<file path="src/rtl/seq_cpu_pkg.sv">
// Shared opcode encodings and FSM state type for the seq_cpu register-file machine.
package seq_cpu_pkg;

  localparam logic [3:0] OP_NOP  = 4'd0;
  localparam logic [3:0] OP_LDI  = 4'd1;
  localparam logic [3:0] OP_ADD  = 4'd2;
  localparam logic [3:0] OP_SUB  = 4'd3;
  localparam logic [3:0] OP_AND  = 4'd4;
  localparam logic [3:0] OP_OR   = 4'd5;
  localparam logic [3:0] OP_XOR  = 4'd6;
  localparam logic [3:0] OP_JMP  = 4'd7;
  localparam logic [3:0] OP_JZ   = 4'd8;
  localparam logic [3:0] OP_JC   = 4'd9;
  localparam logic [3:0] OP_HALT = 4'd15;

  typedef enum logic [1:0] {
    S_IDLE,
    S_FETCH,
    S_EXEC
  } state_e;

endpackage

</file>
<file path="src/rtl/seq_cpu_alu.sv">
// Combinational ALU for seq_cpu: arithmetic/logic result plus carry (borrow on SUB) and zero.
module seq_alu
  import seq_cpu_pkg::*;
#(
  parameter int unsigned WIDTH = 8
) (
  input  logic [WIDTH-1:0] a_i,
  input  logic [WIDTH-1:0] b_i,
  input  logic [3:0]       op_i,
  output logic [WIDTH-1:0] y_o,
  output logic             cout_o,
  output logic             zero_o
);

  always_comb begin
    y_o    = '0;
    cout_o = 1'b0;
    case (op_i)
      OP_ADD: {cout_o, y_o} = {1'b0, a_i} + {1'b0, b_i};
      OP_SUB: begin
        y_o    = a_i - b_i;
        cout_o = (a_i < b_i);
      end
      OP_AND: y_o = a_i & b_i;
      OP_OR:  y_o = a_i | b_i;
      OP_XOR: y_o = a_i ^ b_i;
      default: ;
    endcase
  end

  assign zero_o = (y_o == '0);

endmodule

</file>
<file path="src/rtl/seq_cpu.sv">
// Programmable register-file CPU: loadable program RAM, two-cycle FETCH/EXEC sequencing,
// ALU ops with registered zero/carry flags, conditional jumps and start/busy/done handshake.
module seq_cpu
  import seq_cpu_pkg::*;
#(
  parameter int unsigned WIDTH      = 8,
  parameter int unsigned NREGS      = 4,
  parameter int unsigned PROG_DEPTH = 16,
  localparam int unsigned RS = $clog2(NREGS),
  localparam int unsigned PW = $clog2(PROG_DEPTH),
  localparam int unsigned IW = 4 + 2 * RS + WIDTH
) (
  input  logic             clk,
  input  logic             rst_n,
  input  logic             prog_we,
  input  logic [PW-1:0]    prog_addr,
  input  logic [IW-1:0]    prog_data,
  input  logic             start,
  output logic             busy,
  output logic             done,
  output logic [PW-1:0]    pc,
  output logic [WIDTH-1:0] result,
  output logic             zero,
  output logic             carry
);

  logic [IW-1:0]    mem [PROG_DEPTH];
  logic [IW-1:0]    ir_q;
  logic [WIDTH-1:0] rf_q [NREGS];
  state_e           state_q;

  logic [3:0]       op;
  logic [RS-1:0]    rd;
  logic [RS-1:0]    rs;
  logic [WIDTH-1:0] imm;
  logic [WIDTH-1:0] alu_y;
  logic             alu_cout;
  logic             alu_zero;

  assign op  = ir_q[IW-1 -: 4];
  assign rd  = ir_q[IW-5 -: RS];
  assign rs  = ir_q[WIDTH +: RS];
  assign imm = ir_q[WIDTH-1:0];

  seq_alu #(
    .WIDTH(WIDTH)
  ) u_alu (
    .a_i   (rf_q[rd]),
    .b_i   (rf_q[rs]),
    .op_i  (op),
    .y_o   (alu_y),
    .cout_o(alu_cout),
    .zero_o(alu_zero)
  );

  // Program RAM survives reset; loads are locked out while a program runs.
  always_ff @(posedge clk) begin
    if (prog_we && !busy) begin
      mem[prog_addr] <= prog_data;
    end
  end

  always_ff @(posedge clk or negedge rst_n) begin
    if (!rst_n) begin
      state_q <= S_IDLE;
      ir_q    <= '0;
      pc      <= '0;
      result  <= '0;
      zero    <= 1'b0;
      carry   <= 1'b0;
      busy    <= 1'b0;
      done    <= 1'b0;
      for (int i = 0; i < NREGS; i++) begin
        rf_q[i] <= '0;
      end
    end else begin
      done <= 1'b0;
      case (state_q)
        S_IDLE: begin
          if (start) begin
            state_q <= S_FETCH;
            busy    <= 1'b1;
            pc      <= '0;
          end
        end
        S_FETCH: begin
          ir_q    <= mem[pc];
          state_q <= S_EXEC;
        end
        S_EXEC: begin
          state_q <= S_FETCH;
          pc      <= pc + PW'(1);
          case (op)
            OP_LDI: begin
              rf_q[rd] <= imm;
              result   <= imm;
            end
            OP_ADD, OP_SUB, OP_AND, OP_OR, OP_XOR: begin
              rf_q[rd] <= alu_y;
              result   <= alu_y;
              zero     <= alu_zero;
              carry    <= alu_cout;
            end
            OP_JMP: pc <= imm[PW-1:0];
            OP_JZ:  if (zero)  pc <= imm[PW-1:0];
            OP_JC:  if (carry) pc <= imm[PW-1:0];
            OP_HALT: begin
              pc      <= pc;
              state_q <= S_IDLE;
              busy    <= 1'b0;
              done    <= 1'b1;
            end
            default: ;
          endcase
        end
        default: state_q <= S_IDLE;
      endcase
    end
  end

endmodule
</file>
<file path="config.mk">
export PLATFORM = sky130hd
export DESIGN_NAME = seq_cpu
export DESIGN_NICKNAME = d
export VERILOG_FILES = /design/src/rtl/seq_cpu_pkg.sv /design/src/rtl/seq_cpu_alu.sv /design/src/rtl/seq_cpu.sv
export SDC_FILE = /design/constraint.sdc
export NUM_CORES = 1
export LEC_CHECK = 0
export BUFFER_PORTS_ARGS = -buffer_cell sky130_fd_sc_hd__buf_2
export CORE_UTILIZATION = 62
export DETAILED_ROUTE_END_ITERATION = 10
export PLACE_DENSITY = 0.79
export SLEW_MARGIN = 20
export SYNTH_ARGS = -nofsm -noshare
export SYNTH_HDL_FRONTEND = slang
export SYNTH_SLANG_ARGS = --single-unit
export TNS_END_PERCENT = 1
</file>
<file path="constraint.sdc">
create_clock -name clk -period 4 [get_ports clk]
set_input_delay 0.8 -clock clk [delete_from_list [all_inputs] [get_ports clk]]
set_output_delay 0.8 -clock clk [all_outputs]
set_load 0.01 [all_outputs]
</file>
==> summary.txt, run 1 <==
STA
  – Clk_skew: 13.29 ps
  – Worst Max-Slew Pin Slew: 990.1 ps
  – Setup violators final: 0
  – Slew headroom: 0.3399
  – TNS Setup: 0 ps
  – Max Fclk: 283.9 MHz
  – Fin crit period: 3523 ps
  – Slew Viols, Final: 0
  – Fin. Hold Viols: 0
  – Unrepaired setup endpoints after global routing: false
  – Fin crit share: 0.8807

Power and ir drop
  – Comb power frac: 0.378
  – Flop pwr share: 0.376
  – Pwr dens: 744.6 nW/µm²
  – Switching part of the total: 0.3614
  – Max VDD drop: 0.0003970 V
  – Pint: 0.007524 W
  – LEAKAGE: 5.535 nW
  – P_sw: 0.004257 W
  – Clock power frac: 0.246

Synthesis
  – Post-synth EDFFs: 256
  – Synth Register Bits: 322
  – Total nets after synthesis: 931
  – Number of distinct library cells after synthesis: 79
  – Syn Inst Count: 879
  – Post-synthesis sequential area ratio: 0.6549
  – Cell Area, Synth: 14260 µm²
  – Main synth FF type: edfxtp_1
  – Synth warnings: 0
  – Mean cell area of the mapped netlist: 16.22 µm²
  – Ys async rst share: 0.2050

Critical path
  – Crit path required time: 4380 ps
  – Setup crit start kind: flop
  – Crit path from: ir_q[10]
  – Element type at the critical path end: flop
  – WP data arrival: 3900 ps
  – Worst Reg-to-Reg Cells: 10
  – Crit-path cells: mux4_2 -> ha_1 -> inv_1 -> fa_1 -> nand2b_1 -> a211oi_1 -> or4_1 -> nand4_2 -> a21o_4 -> mux2_2
  – Slowest Stage Delay on Critical Path: 840 ps
  – Critical path class: reg -> reg
  – Reg2reg start: ir_q[10]
  – CP max stage cell: dfrtp_1
  – Max FO, Critical Path: 13
  – R2R Path End: rf_q[22]
  – Reg2reg setup slack: 480 ps

Drt
  – Starting DRT DRC Count: 813
  – Vias per cell: 6.674
  – Initial DRT Pass Iterations: 5
  – Routed WL: 32.41 mm
  – Routed len/inst: 26.01 µm
  – DR vias: 8316
  – # DRC: 0
  – ANT nets after route: 0

Cells and area
  – Finished Cell Area: 15820 µm²
  – N_diodes: 0
  – Share of layout cells above drive strength 1: 0.2633
  – Layout area overhead: 10.95%
  – Fill count: 1470
  – Finished Layout Cells: 1246
  – Fin nets: 989

Placed design
  – Port Buf Inserts: 39
  – Routability cong.: 0.9633
  – HPWL after detailed placement: 20.10 mm
  – Post-place instance area: 14800 µm²
  – DP Cell Count: 1186

Floorplanning
  – Die W: 153.7 µm
  – Rows: 55
  – Die Area: 23610 µm²
  – Initial Util: 0.6318
  – Core Box Area: 22570 µm²
  – Height of the die: 153.7 µm
  – IO Count: 40

Global route
  – First-pass GRT wire length: 49.34 mm
  – Grt ovf: 0
  – Largest net degree at the start of global routing: 53
  – Total track usage: 0.2836
  – Initial antenna violation count: 1
  – Number of global-route vias before repair: 8319

Clock tree
  – Post-CTS resize count: 0
  – Later-pin clock latency in the skew report: 500 ps
  – # Post-CTS Setup Buffers: 0
  – Clock sinks: 322
  – TritonCTS clock tree: built
  – CTS clk-pin slew, worst paths: 60 ps
  – Clock Path Buffers: 3
  – CTS buffer count: 34
  – Htree depth: 2
  – CTS root buf: clkbuf_16
  – # hold bufs at CTS: 0

Hold path
  – Hold Crit Class: in -> async

Job
  – Maxcap violations: 0

Outcome
  – Run status: finished, final reports clean
-- per-layer routing --
layer	vias to the layer above	GRT usage	routed length [µm]
met5	-	0	13
li1	3590	-	-
met1	4201	0.3855	12690
met3	74	0.05355	2849
met4	2	0.09905	938
met2	449	0.4656	15920
-- sequential cells by signal, summed over array words and instances (netlist names) --
register and count:
busy 1, carry 1, done 1, ir_q 16, mem 256, pc 4
result 8, rf_q 32, state_q 2, zero 1
-- synthesized netlist by cell type, drive strengths merged, types with 20 or more instances --
master	n	area [µm²]
o221ai	28	245.2
dfrtp	66	1652
mux4	66	1486
nand2	60	227.7
o21ai	50	254.0
edfxtp	256	7687
buf	31	235.2
inv	29	108.9
mux2i	42	420.4
a21oi	20	107.6
ha	26	325.3
mux2	25	285.3
nor2	49	186.4
-- layout make-up --
class / instances / area, µm² / area share
Sequential cell: 322 / 9344 / 0.5905
Inverter: 29 / 108.9 / 0.006880
Clock buffer: 48 / 954.7 / 0.06034
Clock inverter: 12 / 70.07 / 0.004428
Timing Repair Buffer: 69 / 420.4 / 0.02657
Multi-Input combinational cell: 481 / 4568 / 0.2887
Tap cell: 285 / 356.6 / 0.02254
-- kinds of logic (layout without fill, tap and decap cells) --
family | count (synthesis) | count (layout) | synth area share
flops | 322 | 322 | 0.6549
fa+ha+maj | 28 | 28 | 0.02562
simple gates | 165 | 165 | 0.05966
compound gates | 153 | 153 | 0.07659
mux | 133 | 133 | 0.1537
buf+inv | 76 | 158 | 0.02834
xor+xnor | 2 | 2 | 0.001229
-- how the worst max path moves through the flow --
stage / end / slack [ps] / cells after the start
CTS: rf_q[22] / 460 / 10
global placement: zero / 530 / 10
global route: zero / 150 / 10
detailed placement: rf_q[22] / 460 / 10
floorplan: result[6] / 730 / 10
finish: rf_q[22] / 480 / 10
-- worst max-delay path, delay by kind of cell, from the launching register on --
family | cells | cell delay (ps)
AND/OR/NAND/NOR | 3 | 560
buffers and inverters | 1 | 80
flip-flops | 1 | 840
multiplexers | 2 | 630
AO/OA/AOI/OAI | 2 | 630
adder cells (fa/ha/maj) | 2 | 660
-- stage by stage --
stage	power, W	utilization	setup WS (ps)	hold WS, ps
floorplan	0.007792	-	730.3	449.7
global placement	0.008797	0.6556	531.5	477.4
detailed placement	0.008865	0.6556	464.3	490.4
CTS	0.01177	0.7010	458.3	377.8
global route	0.01236	0.7010	153.2	418.4
finish	0.01178	0.7010	477.2	364.8
-- power groups by stage --
stage | combinational (W) | clock (W) | sequential [W]
floorplan | 0.00361 | 0 | 0.00419
global placement | 0.00432 | 0 | 0.00448
detailed placement | 0.00437 | 0 | 0.00449
CTS | 0.00441 | 0.00293 | 0.00443
global route | 0.00484 | 0.00304 | 0.00448
finish | 0.00445 | 0.00290 | 0.00443
-- placed cells by master (no fill, tap or decap), types with 3 or more instances in the layout --
master / instances
a211oi_1: 3
a21oi_1: 18
a22oi_1: 3
a31oi_1: 7
buf_2: 39
buf_4: 30
clkbuf_1: 10
clkbuf_16: 35
clkbuf_8: 3
clkinv_1: 3
clkinv_2: 6
dfrtp_1: 64
edfxtp_1: 256
ha_1: 26
inv_1: 28
mux2_2: 24
mux2i_1: 42
mux4_2: 66
nand2_1: 59
nand2b_1: 10
nand3_1: 4
nand4_1: 4
nor2_1: 36
nor2_2: 13
nor2b_1: 5
nor3_2: 5
o211ai_1: 5
o21ai_0: 48
o221ai_1: 28
o22ai_1: 7
o311a_1: 3
o31ai_1: 4
Note: power is estimated with default switching activity, not from simulation.
==> inputs of run 2 (changes only) <==
--- a/config.mk
+++ b/config.mk
@@ -6,6 +6,7 @@
 export NUM_CORES = 1
 export LEC_CHECK = 0
 export BUFFER_PORTS_ARGS = -buffer_cell sky130_fd_sc_hd__buf_2
+export CAP_MARGIN = 40
 export CORE_UTILIZATION = 62
 export DETAILED_ROUTE_END_ITERATION = 10
 export PLACE_DENSITY = 0.79
==> constraint.sdc (replaced) <==
create_clock -name clk -period 3.58 [get_ports clk]
set_input_delay 0.716 -clock clk [delete_from_list [all_inputs] [get_ports clk]]
set_output_delay 0.716 -clock clk [all_outputs]
set_load 0.01 [all_outputs]
==> summary.txt, run 2 (synthesis gave the netlist of run 1 again) <==
Power and ir drop
  – Max VDD drop: 0.0004832 V (+22%)
  – LEAKAGE: 5.643 nW (+1.9%)
  – Power, Total: 0.01367 W (+16%)
  – Pwr dens: 852.3 nW/µm² (+14%)

Global route
  – Initial antenna violation count: 1 (unchanged)
  – Total track usage: 0.2877 (+0.004022)
  – Largest net degree at the start of global routing: 40 (-25%)
  – Number of global-route vias before repair: 8460 (+1.7%)
  – Grt ovf: 0 (unchanged)
  – First-pass GRT wire length: 50.07 mm (+1.5%)

Cells and area
  – Top reg by flops: mem
  – N_diodes: 0 (unchanged)
  – Most frequent cells in the layout: edfxtp_1, mux4_2, dfrtp_1
  – Max reg flops: 256 (unchanged)
  – Fill count: 1416 (-3.7%)
  – Multi-input logic area: 4568 µm² (unchanged)
  – Finished Cell Area: 16040 µm² (+1.4%)
  – Most common cell after layout, fill and taps aside: edfxtp_1
  – Layout area overhead: 12.50%
  – Reg area: 9345 µm² (about the same)
  – Share of layout cells above drive strength 1: 0.2770 (+0.01377)
  – Biggest regs: mem: 256 flops, rf_q: 32 flops, ir_q: 16 flops
  – Fin nets: 999 (+1.0%)

Drt
  – Routed WL: 32.67 mm (+0.80%)
  – Routed len/inst: 26.01 µm (about the same)
  – Vias per cell: 6.665 (-0.14%)
  – # DRC: 0 (unchanged)
  – DR vias: 8371 (+0.66%)
  – Initial DRT Pass Iterations: 5 (unchanged)
  – ANT nets after route: 0 (unchanged)
  – Starting DRT DRC Count: 852 (+4.8%)

Critical path
  – Worst Reg-to-Reg Cells: 10 (unchanged)
  – Reg2reg setup slack: 330 ps (-150 ps)
  – CP max stage cell: dfrtp_2
  – WP data arrival: 3630 ps (-270 ps)
  – R2R Path End: result[6]
  – Setup crit start kind: flop
  – Slowest Stage Delay on Critical Path: 520 ps (-320 ps)
  – Critical path class: reg -> reg
  – Max FO, Critical Path: 10 (-3)
  – Element type at the critical path end: flop
  – Crit path required time: 3960 ps (-420 ps)
  – Crit-path cells: mux4_2 -> ha_1 -> inv_1 -> fa_1 -> nand2b_1 -> a211oi_1 -> or4_1 -> nand4_2 -> a21o_4 -> mux2_2
  – Reg2reg start: ir_q[10]

Floorplanning
  – Rows: 55 (unchanged)
  – IO Count: 40 (unchanged)
  – Initial Util: 0.6318 (unchanged)
  – Core Box Area: 22570 µm² (unchanged)
  – Height of the die: 153.7 µm (unchanged)
  – Die Area: 23610 µm² (unchanged)
  – Die W: 153.7 µm (unchanged)

Placed design
  – HPWL after detailed placement: 21.24 mm (+5.7%)
  – DP Worst Slack: 208.1 ps (-256.2 ps)
  – Port Buf Inserts: 39 (unchanged)
  – Routability cong.: 0.9255 (-3.9%)
  – Post-place instance area: 14890 µm² (+0.65%)

STA
  – Clk_skew: 21.70 ps (+8.408 ps)
  – Worst Max-Slew Pin Slew: 884.6 ps (-105.5 ps)
  – Max Fclk: 307.7 MHz (+8.4%)
  – Slew headroom: 0.4102 (+0.07032)
  – TNS Setup: 0 ps (unchanged)
  – Setup violators final: 0 (unchanged)
  – Slew Viols, Final: 0 (unchanged)
  – Final setup margin: 330.2 ps (-147.0 ps)
  – Fin crit period: 3250 ps (-273.0 ps)
  – Fin. Hold Viols: 0 (unchanged)
  – Fin crit share: 0.9078 (+0.02707)
  – Unrepaired setup endpoints after global routing: false

Clock tree
  – CTS buffer count: 34 (unchanged)
  – # hold bufs at CTS: 0 (unchanged)
  – Htree depth: 2 (unchanged)
  – # Post-CTS Setup Buffers: 0 (unchanged)
  – CTS root buf: clkbuf_16
  – CTS clk-pin slew, worst paths: 60 ps (about the same)
  – Clock Path Buffers: 3 (unchanged)
  – Post-CTS resize count: 0 (unchanged)
  – Clock sinks: 322 (unchanged)
  – TritonCTS clock tree: built
  – Later-pin clock latency in the skew report: 510 ps (about the same)

Outcome
  – Run status: finished, final reports clean

Hold path
  – Hold Crit Class: in -> async

Job
  – Maxcap violations: 0 (unchanged)
run 2: cell types whose count changed in the layout (fill, tap and decap cells not counted), moves of 2 or more:
cell,before,now
clkinvlp_4,0,2
clkinv_1,3,6
buf_4,30,36
buf_12,0,2
bufinv_16,0,5
clkbuf_1,10,2
run 2: final cells by class:
type / instances / area share
well taps: 285 / 0.02223
inverters: 29 / 0.006785
flip-flops and latches: 322 / 0.5825
multi-input cells: 481 / 0.2847
clock inverters: 22 / 0.01544
repair buffers: 79 / 0.03314
clock buffers: 38 / 0.05521
run 2: critical path, delay by kind of cell (launching register included):
family | cells | cell delay (ps)
mux | 2 | 660
flops | 1 | 520
simple gates | 3 | 590
buf+inv | 1 | 80
compound gates | 2 | 640
fa+ha+maj | 2 | 650
run 2: metrics by stage:
step                instances  utilization  hold WS [ps]
CTS                      1255       0.7101         281.5
global route             1256       0.7108         298.8
floorplan                 879            -         420.4
finish                   1256       0.7108         255.3
detailed placement       1195       0.6599         494.6
global placement         1194       0.6594         483.2
run 2: worst max path at each step:
stage              from  cells past startpoint   endpoint
3_3_place_gp   ir_q[10]                     10  result[6]
4_1_cts        ir_q[10]                     10    rf_q[6]
2_1_floorplan   ir_q[8]                     10  result[6]
5_1_grt        ir_q[10]                     10    rf_q[6]
3_5_place_dp   ir_q[10]                     10  result[6]
6_report       ir_q[10]                     10  result[6]
run 2: power breakdown:
| part | total (W) | switching (W) | leakage, nW | internal (W) |
|---|---|---|---|---|
| sequential | 0.00488 | 0.000502 | 3.13 | 0.00438 |
| clock | 0.00355 | 0.00140 | 0.555 | 0.00215 |
| combinational | 0.00524 | 0.00297 | 1.96 | 0.00227 |
run 2: metal layers:
layer	wire, µm	global-route usage	up-vias
met5	10	0	-
met4	702	0.08286	2
met3	2617	0.04200	60
met2	16170	0.4734	409
met1	13170	0.4061	4281
li1	-	-	3619
